`src/rtl/mem_access_ctrl.sv`:
```
// mem_access_ctrl
//   Load/store initiator between the pipeline M stage and a byte-enabled
//   word data memory. Takes one request per handshake, checks alignment,
//   drives the memory strobes, and returns a one-cycle response.
//   Stores get byte enables and lane-replicated write data. Loads wait
//   READ_LAT cycles, then the selected lane is extracted and sign- or
//   zero-extended.
//
// Ports
//   clk, reset                    clock (rising edge), async active-high reset
//   req_valid/req_ready           request handshake (ready only while idle)
//   req_we/size/signed/addr/
//   req_wdata/req_pc              request fields, latched on acceptance
//   mem_a/wd/be/we/re, mem_rd     data memory interface
//   rsp_valid/rdata/err/
//   rsp_badaddr/rsp_pc            one-cycle response
//   busy                          high whenever the controller is not idle
//
// Every output is a flop. The flops are loaded from values computed for the
// next state, so each strobe appears in the cycle the FSM occupies the
// matching state.

module mem_access_ctrl #(
  parameter int READ_LAT = 1
) (
  input  logic        clk,
  input  logic        reset,
  input  logic        req_valid,
  output logic        req_ready,
  input  logic        req_we,
  input  logic [1:0]  req_size,
  input  logic        req_signed,
  input  logic [31:0] req_addr,
  input  logic [31:0] req_wdata,
  input  logic [31:0] req_pc,
  output logic [31:0] mem_a,
  output logic [31:0] mem_wd,
  output logic [3:0]  mem_be,
  output logic        mem_we,
  output logic        mem_re,
  input  logic [31:0] mem_rd,
  output logic        rsp_valid,
  output logic [31:0] rsp_rdata,
  output logic        rsp_err,
  output logic [31:0] rsp_badaddr,
  output logic [31:0] rsp_pc,
  output logic        busy
);

  typedef enum logic [2:0] {IDLE, WRITE, READ, WAIT, RESP} state_t;

  state_t      r_state;
  state_t      w_nextState;
  logic [2:0]  r_cnt;
  logic [1:0]  r_addrLo;
  logic [1:0]  r_size;
  logic        r_signed;
  logic [31:0] r_pc;

  logic        w_accept;
  logic        w_reqErr;
  logic [31:0] w_memA;
  logic [31:0] w_memWd;
  logic [3:0]  w_memBe;
  logic        w_memWe;
  logic        w_memRe;
  logic        w_rspValid;
  logic [31:0] w_rspRdata;
  logic        w_rspErr;
  logic [31:0] w_rspBadaddr;
  logic [31:0] w_rspPc;
  logic        w_reqReady;
  logic        w_busy;

  function automatic logic [3:0] byteEnable(input logic [1:0] size, input logic [1:0] lo);
    case (size)
      2'b00:   return 4'b0001 << lo;
      2'b01:   return lo[1] ? 4'b1100 : 4'b0011;
      2'b10:   return 4'b1111;
      default: return 4'b0000;
    endcase
  endfunction

  function automatic logic [31:0] writeData(input logic [1:0] size, input logic [31:0] data);
    case (size)
      2'b00:   return {4{data[7:0]}};
      2'b01:   return {2{data[15:0]}};
      default: return data;
    endcase
  endfunction

  function automatic logic [31:0] loadData(input logic [1:0] size, input logic [1:0] lo,
                                           input logic sgn, input logic [31:0] rd);
    logic [7:0]  b;
    logic [15:0] h;
    case (lo)
      2'd0:    b = rd[7:0];
      2'd1:    b = rd[15:8];
      2'd2:    b = rd[23:16];
      default: b = rd[31:24];
    endcase
    h = lo[1] ? rd[31:16] : rd[15:0];
    case (size)
      2'b00:   return sgn ? {{24{b[7]}}, b} : {24'b0, b};
      2'b01:   return sgn ? {{16{h[15]}}, h} : {16'b0, h};
      default: return rd;
    endcase
  endfunction

  assign w_accept = req_valid && (r_state == IDLE);

  // Size 11 and misaligned half/word addresses never reach memory.
  always_comb begin
    case (req_size)
      2'b00:   w_reqErr = 1'b0;
      2'b01:   w_reqErr = req_addr[0];
      2'b10:   w_reqErr = (req_addr[1:0] != 2'b00);
      default: w_reqErr = 1'b1;
    endcase
  end

  // State register
  always_ff @(posedge clk or posedge reset) begin
    if (reset) r_state <= IDLE;
    else       r_state <= w_nextState;
  end

  // Next-state logic
  always_comb begin
    w_nextState = r_state;
    case (r_state)
      IDLE:    if (w_accept) w_nextState = w_reqErr ? RESP : (req_we ? WRITE : READ);
      WRITE:   w_nextState = RESP;
      READ:    w_nextState = WAIT;
      WAIT:    if (r_cnt == 3'd1) w_nextState = RESP;
      RESP:    w_nextState = IDLE;
      default: w_nextState = IDLE;
    endcase
  end

  // Output values for the coming cycle. Memory address/data/enables hold
  // their last values unless a new access is being launched. An error
  // response is produced straight from IDLE, so it takes its fields from the
  // live request rather than the latches.
  always_comb begin
    w_memA       = mem_a;
    w_memWd      = mem_wd;
    w_memBe      = mem_be;
    w_memWe      = 1'b0;
    w_memRe      = 1'b0;
    w_rspValid   = 1'b0;
    w_rspRdata   = 32'd0;
    w_rspErr     = 1'b0;
    w_rspBadaddr = 32'd0;
    w_rspPc      = 32'd0;
    if (w_accept && !w_reqErr) begin
      w_memA  = {req_addr[31:2], 2'b00};
      w_memBe = byteEnable(req_size, req_addr[1:0]);
      if (req_we) begin
        w_memWd = writeData(req_size, req_wdata);
        w_memWe = 1'b1;
      end else begin
        w_memRe = 1'b1;
      end
    end
    if (w_nextState == RESP) begin
      w_rspValid = 1'b1;
      if (r_state == IDLE) begin
        w_rspErr     = 1'b1;
        w_rspBadaddr = req_addr;
        w_rspPc      = req_pc;
      end else begin
        w_rspPc = r_pc;
        if (r_state == WAIT) w_rspRdata = loadData(r_size, r_addrLo, r_signed, mem_rd);
      end
    end
    w_reqReady = (w_nextState == IDLE);
    w_busy     = !w_reqReady;
  end

  // Registered outputs; reset drops every strobe immediately.
  always_ff @(posedge clk or posedge reset) begin
    if (reset) begin
      mem_a       <= 32'd0;
      mem_wd      <= 32'd0;
      mem_be      <= 4'd0;
      mem_we      <= 1'b0;
      mem_re      <= 1'b0;
      rsp_valid   <= 1'b0;
      rsp_rdata   <= 32'd0;
      rsp_err     <= 1'b0;
      rsp_badaddr <= 32'd0;
      rsp_pc      <= 32'd0;
      req_ready   <= 1'b1;
      busy        <= 1'b0;
    end else begin
      mem_a       <= w_memA;
      mem_wd      <= w_memWd;
      mem_be      <= w_memBe;
      mem_we      <= w_memWe;
      mem_re      <= w_memRe;
      rsp_valid   <= w_rspValid;
      rsp_rdata   <= w_rspRdata;
      rsp_err     <= w_rspErr;
      rsp_badaddr <= w_rspBadaddr;
      rsp_pc      <= w_rspPc;
      req_ready   <= w_reqReady;
      busy        <= w_busy;
    end
  end

  // Request latches and read-latency counter. The counter holds READ_LAT on
  // the first WAIT cycle, so reaching 1 marks the cycle mem_rd is valid.
  always_ff @(posedge clk or posedge reset) begin
    if (reset) begin
      r_cnt    <= 3'd0;
      r_addrLo <= 2'd0;
      r_size   <= 2'd0;
      r_signed <= 1'b0;
      r_pc     <= 32'd0;
    end else begin
      if (w_accept) begin
        r_addrLo <= req_addr[1:0];
        r_size   <= req_size;
        r_signed <= req_signed;
        r_pc     <= req_pc;
      end
      if (r_state == READ)      r_cnt <= 3'(READ_LAT);
      else if (r_state == WAIT) r_cnt <= r_cnt - 3'd1;
    end
  end

endmodule

```
`config.mk`:
```
export PLATFORM = sky130hd
export DESIGN_NAME = mem_access_ctrl
export DESIGN_NICKNAME = d
export VERILOG_FILES = /design/src/rtl/mem_access_ctrl.sv
export SDC_FILE = /design/constraint.sdc
export NUM_CORES = 1
export LEC_CHECK = 0
export BUFFER_PORTS_ARGS = -buffer_cell sky130_fd_sc_hd__buf_2
export CORE_AREA = 2 2 151 153
export DETAILED_ROUTE_END_ITERATION = 10
export DIE_AREA = 0 0 153 155
export PLACE_DENSITY = 0.76
export SLEW_MARGIN = 20
export SYNTH_ARGS = -nofsm -noshare
export SYNTH_HDL_FRONTEND = slang
export SYNTH_SLANG_ARGS = --single-unit
```
`constraint.sdc`:
```
create_clock -name clk -period 6.8 [get_ports clk]
set_input_delay 0.34 -clock clk [delete_from_list [all_inputs] [get_ports clk]]
set_output_delay 0.34 -clock clk [all_outputs]
set_load 0.1 [all_outputs]
```
# ---- After elaboration in Yosys (flattened, before gate mapping)
# Index checks and enable logic that the tools add are counted.
dict set report totals {
  regBits 211
  output_inout_bits 170
  elab_cells 72
  inputBits 135
}
dict set report op_classes {
  shift 1
  addsub 1
  eq_ne 10
  n_reduce_logical 12
  muxes 30
}
# op n
set ops {}
lappend ops {{32-bit 2-to-1 mux} 9}
lappend ops {{32-bit one-hot mux with 2 select lines} 2}
lappend ops {{8-bit one-hot mux with 3 select lines} 1}
lappend ops {{16-bit 2-to-1 mux} 1}
lappend ops {{3-bit 2-to-1 mux} 5}
lappend ops {{3-bit one-hot mux with 4 select lines} 1}
lappend ops {{4-bit one-hot mux with 3 select lines} 1}
lappend ops {{1-bit 2-to-1 mux} 7}
lappend ops {{2-bit by 1-bit == test with 1-bit output, second input constant} 3}
lappend ops {{3-bit by 1-bit == test with 1-bit output, second input constant} 2}
lappend ops {{3-bit by 2-bit == test with 1-bit output, second input constant} 2}
lappend ops {{2-bit zero test} 3}
lappend ops {{3-bit zero test} 2}
lappend ops {{2-bit == test, second input constant} 2}
lappend ops {{4-bit 2-to-1 mux} 1}
lappend ops {{2-bit nonzero test} 2}
lappend ops {{1-bit by 2-bit left shift with 4-bit output, first input constant} 1}
lappend ops {{3-bit == test, second input constant} 1}
lappend ops {{1-bit one-hot mux with 3 select lines} 1}
lappend ops {{3-bit by 1-bit subtractor with 3-bit output, second input constant} 1}
lappend ops {{1-bit logical AND} 2}
lappend ops {{1-bit zero test} 2}
lappend ops {{2-bit 2-to-1 mux} 1}
lappend ops {{2-bit AND reduction} 1}

# ---- Logic depth before layout (Yosys ltp)
dict set report logic_depth {
  ltp_word 7
  mapped_depth 8
  ltp_nobuf 6
}

# ---- Worst setup path after synthesis
# OpenSTA, ideal clock, no wires.
dict set report synth_timing {
  path_kind {reg2reg}
  startpoint {register r_state[1]}
  endpoint {register mem_wd[10]}
  path_slack_ns 5.109
  period_less_slack_ns 1.691
  setup_time_ns 0.135
  n_path_buf 3
  stages_incl_launch_ff 8
  arrival_time_ns 1.555
  required_ns 6.665
  cell_sequence {dfrtp_1 -> buf_2 -> nor4b_4 -> o211ai_2 -> buf_6 -> buf_2 -> nand2_1 -> o21ai_0}
}
dict set report synth_between {
  elab_chain_len 4
}
# element line
set synth_lines {}
lappend synth_lines {{from (decl)} 52} ;# state_t r_state;
lappend synth_lines {{from (signal assigned)} 125} ;# else r_state <= w_nextState;
lappend synth_lines {{3-bit zero test} 110} ;# assign w_accept = req_valid && (r_state == IDLE);
lappend synth_lines {{1-bit logical AND} 110}
lappend synth_lines {{1-bit logical AND} 156} ;# if (w_accept && !w_reqErr) begin
lappend synth_lines {{2-bit AND reduction (no line)} n/a}
lappend synth_lines {{to (signal assigned)} 198} ;# mem_wd <= w_memWd;
lappend synth_lines {{to (decl)} 37} ;# output logic [31:0] mem_wd,
# Every way passes these cells.
# A chain may end at the register's enable or synchronous reset.

# ---- Worst setup path in the final report
dict set report layout_timing {
  startpoint {register r_state[1]}
  endpoint {register mem_wd[1]}
}
# The elaborated chain is that of the path after synthesis.

==> flow_metrics.env <==
export IMPL_wire_per_inst_um=15.8
export IMPL_routabilityCongestion=0.762
export IMPL_rsz0062_at_grt="false"
export IMPL_tritoncts="done"
export IMPL_grt_pass1_vias=6915
export IMPL_min_period_ps=2210
export IMPL_async_reset_ff_share_pct=100
export IMPL_setup_viol=0
export IMPL_yosysUniqueCellTypes=43
export IMPL_path_max_fanout=57
export IMPL_io_buffers=302
export IMPL_die_x_um=153
export IMPL_cp_cell_sequence="nor4b_4 > buf_4 > o211ai_4 > buf_4 > mux2_1"
export IMPL_antenna_left=0
export IMPL_finalHoldViolations=15
export IMPL_die_height_um=155
export IMPL_critPathSlowestCell="dfrtp_1"
export IMPL_insertion_delay_ps=500
export IMPL_cts_path_max_buffers=3
export IMPL_place_area_mm2=0.0104
export IMPL_max_freq_mhz=452
export IMPL_grt_pass1_wl_mm=35.6
export IMPL_maxSlewViolCount=0
export IMPL_postSynthCellCount=803
export IMPL_synth_main_ff_cell="dfrtp_1"
export IMPL_ys_warn_count=0
export IMPL_finClkSkew_ps=6.87
export IMPL_post_synth_top_count_cell="dfrtp_1"
export IMPL_drive_gt1_share_pct=36.7
export IMPL_critPathRequiredTime_ps=7180
export IMPL_final_cells=1388
export IMPL_cp_start_kind="register"
export IMPL_synth_top_area_share_pct=60.5
export IMPL_finalWirelength_mm=21.9
export IMPL_n_antenna_cell=0
export IMPL_crit_top_cell="buf_4"
export IMPL_clk_pin_slew_worst_paths_ps=60
export IMPL_yosysSeqAreaShare_pct=60.8
export IMPL_critPathArrivalTime_ps=2600
export IMPL_io_pins=305
export IMPL_final_area_mm2=0.0112
export IMPL_grt_start_max_net_pins=134
export IMPL_grtUsageTotal_pct=18.3
export IMPL_drt_vias_per_instance=4.81
export IMPL_core_area_mm2=0.0222
export IMPL_worst_slew_pin_transition_ps=997
export IMPL_syn_cell_area_mm2=0.00869
export IMPL_path_class="reg2reg"
export IMPL_fin_setup_tns_ps=0
export IMPL_synth_edf_count=0
export IMPL_outcome="finished with violations"
export IMPL_start_util_pct=39.1
export IMPL_place_inst=1346
export IMPL_syn_area_per_cell_um2=10.8
export IMPL_htreeDepth=1
export IMPL_holdCritPathClass="in2async"
export IMPL_dr_total_vias=6675
export IMPL_cts_resized=0
export IMPL_rows=55
export IMPL_cts_buffers=23
export IMPL_die_area_mm2=0.0237
export IMPL_synth_common_cells="210 x dfrtp_1, 209 x nand2_1, 67 x a21oi_1"
export IMPL_first_pass_iters=4
export IMPL_synthTopCellsByArea="dfrtp_1 60%, nand2_1 9.0%, mux2_4 5.9%, mux2i_1 3.9%, a21oi_1 3.9%"
export IMPL_antenna_found_initial=0
export IMPL_drt_iter0_drc=280
export IMPL_relSlewSlack_pct=33.3
export IMPL_place_hpwl_mm=15.0
export IMPL_period_share_pct=32.6
export IMPL_cpPeakStageDelay_ps=480
export IMPL_clkSinkCount=211
export IMPL_ys_ff_latch=211
export IMPL_cts_setup_buffers=0
export IMPL_syn_to_final_growth_pct=28.5
export IMPL_overflow=0
export IMPL_hold_buffers=0
export IMPL_finalHoldWorstSlack_ps=-11.0
export IMPL_worstSetupEndpointType="register"
export IMPL_layout_nets=1223
export IMPL_post_route_drc_count=0
export IMPL_cts_root_buf="clkbuf_16"
export IMPL_synth_top_area_cell="dfrtp_1"
export IMPL_maxCapViolations=0
export IMPL_failed_checks="hold timing"
export IMPL_nFillCells=2015
-- flip-flops by register name, indices dropped and copies added, names as in the netlist, 2 cells and up --
name and flops:
r_addrLo 2, mem_wd 32, r_size 2, r_state 3, r_pc 32, r_cnt 3
mem_be 4, rsp_rdata 32, rsp_pc 32, mem_a 30, rsp_badaddr 32
-- metrics by stage --
stage / util, % / setup slack, ps
after floorplan: - / 696
final: 50.2 / 4590
after detailed placement: 46.7 / 4170
after CTS: 50.2 / 4230
after global placement: 46.7 / 4260
after global routing: 50.2 / 4460
-- layout make-up --
type	instances	area, um^2	area share [%]
Tap cell	285	357	3.19
Timing Repair Buffer	311	1580	14.1
Sequential cell	211	5280	47.3
Clock inverter	8	96.3	0.863
Multi-Input combinational cell	528	3130	28.0
Clock buffer	34	677	6.06
Inverter	11	48.8	0.437
-- worst paths after layout --
path	start	to	slack [ps]	cells past startpoint
worst min register to register	r_pc[11]	r_pc[11]	470	2
worst max register to register	r_state[1]	mem_wd[1]	4590	5
max in group asynchronous	reset	busy	5180	3
worst min-delay path	reset	rsp_valid	-10	2
worst max-delay path	r_state[1]	mem_wd[1]	4590	5
min in group clk	req_signed	r_signed	30	3
-- cells in the final DEF, fill, tap and decap left out, drive strengths merged, types with 17 or more instances in the layout --
master and instances:
buf 311, dfrtp 210, nand2 210, a21oi 67
mux2 39, o21ai 36, mux2i 34, nor2 34
clkbuf 34, and2 33, nor3 23, nor2b 17
-- critical path, delay by kind of cell, from the launching register on --
family	cells	cell delay, ps
muxes	1	380
AOI/OAI and AO/OA	1	120
buffers and inverters	2	790
DFF	1	480
and+or+nand+nor	1	300
-- kinds of logic (layout without fill, tap and decap cells) --
| group | count (synthesis) | after routing | synth area share, % |
|---|---|---|---|
| simple gates | 329 | 329 | 16.7 |
| flops | 211 | 211 | 60.8 |
| other cells | 1 | 2 | 0.0431 |
| fa+ha+maj | 2 | 2 | 0.288 |
| compound gates | 120 | 120 | 7.80 |
| mux | 74 | 74 | 10.7 |
| xor+xnor | 1 | 1 | 0.101 |
| buf+inv | 65 | 364 | 3.56 |
-- metal layers --
metal	part of all wire (%)	GRT usage (%)	vias to the layer above
met2	50	32.5	235
met4	2.1	5.16	0
met1	41	22.7	3193
li1	-	-	3210
met5	0	0	-
met3	6.2	4.04	37
Power is not shown: default switching activity piles up to over one toggle a cycle in this logic, so the estimate is an artifact.
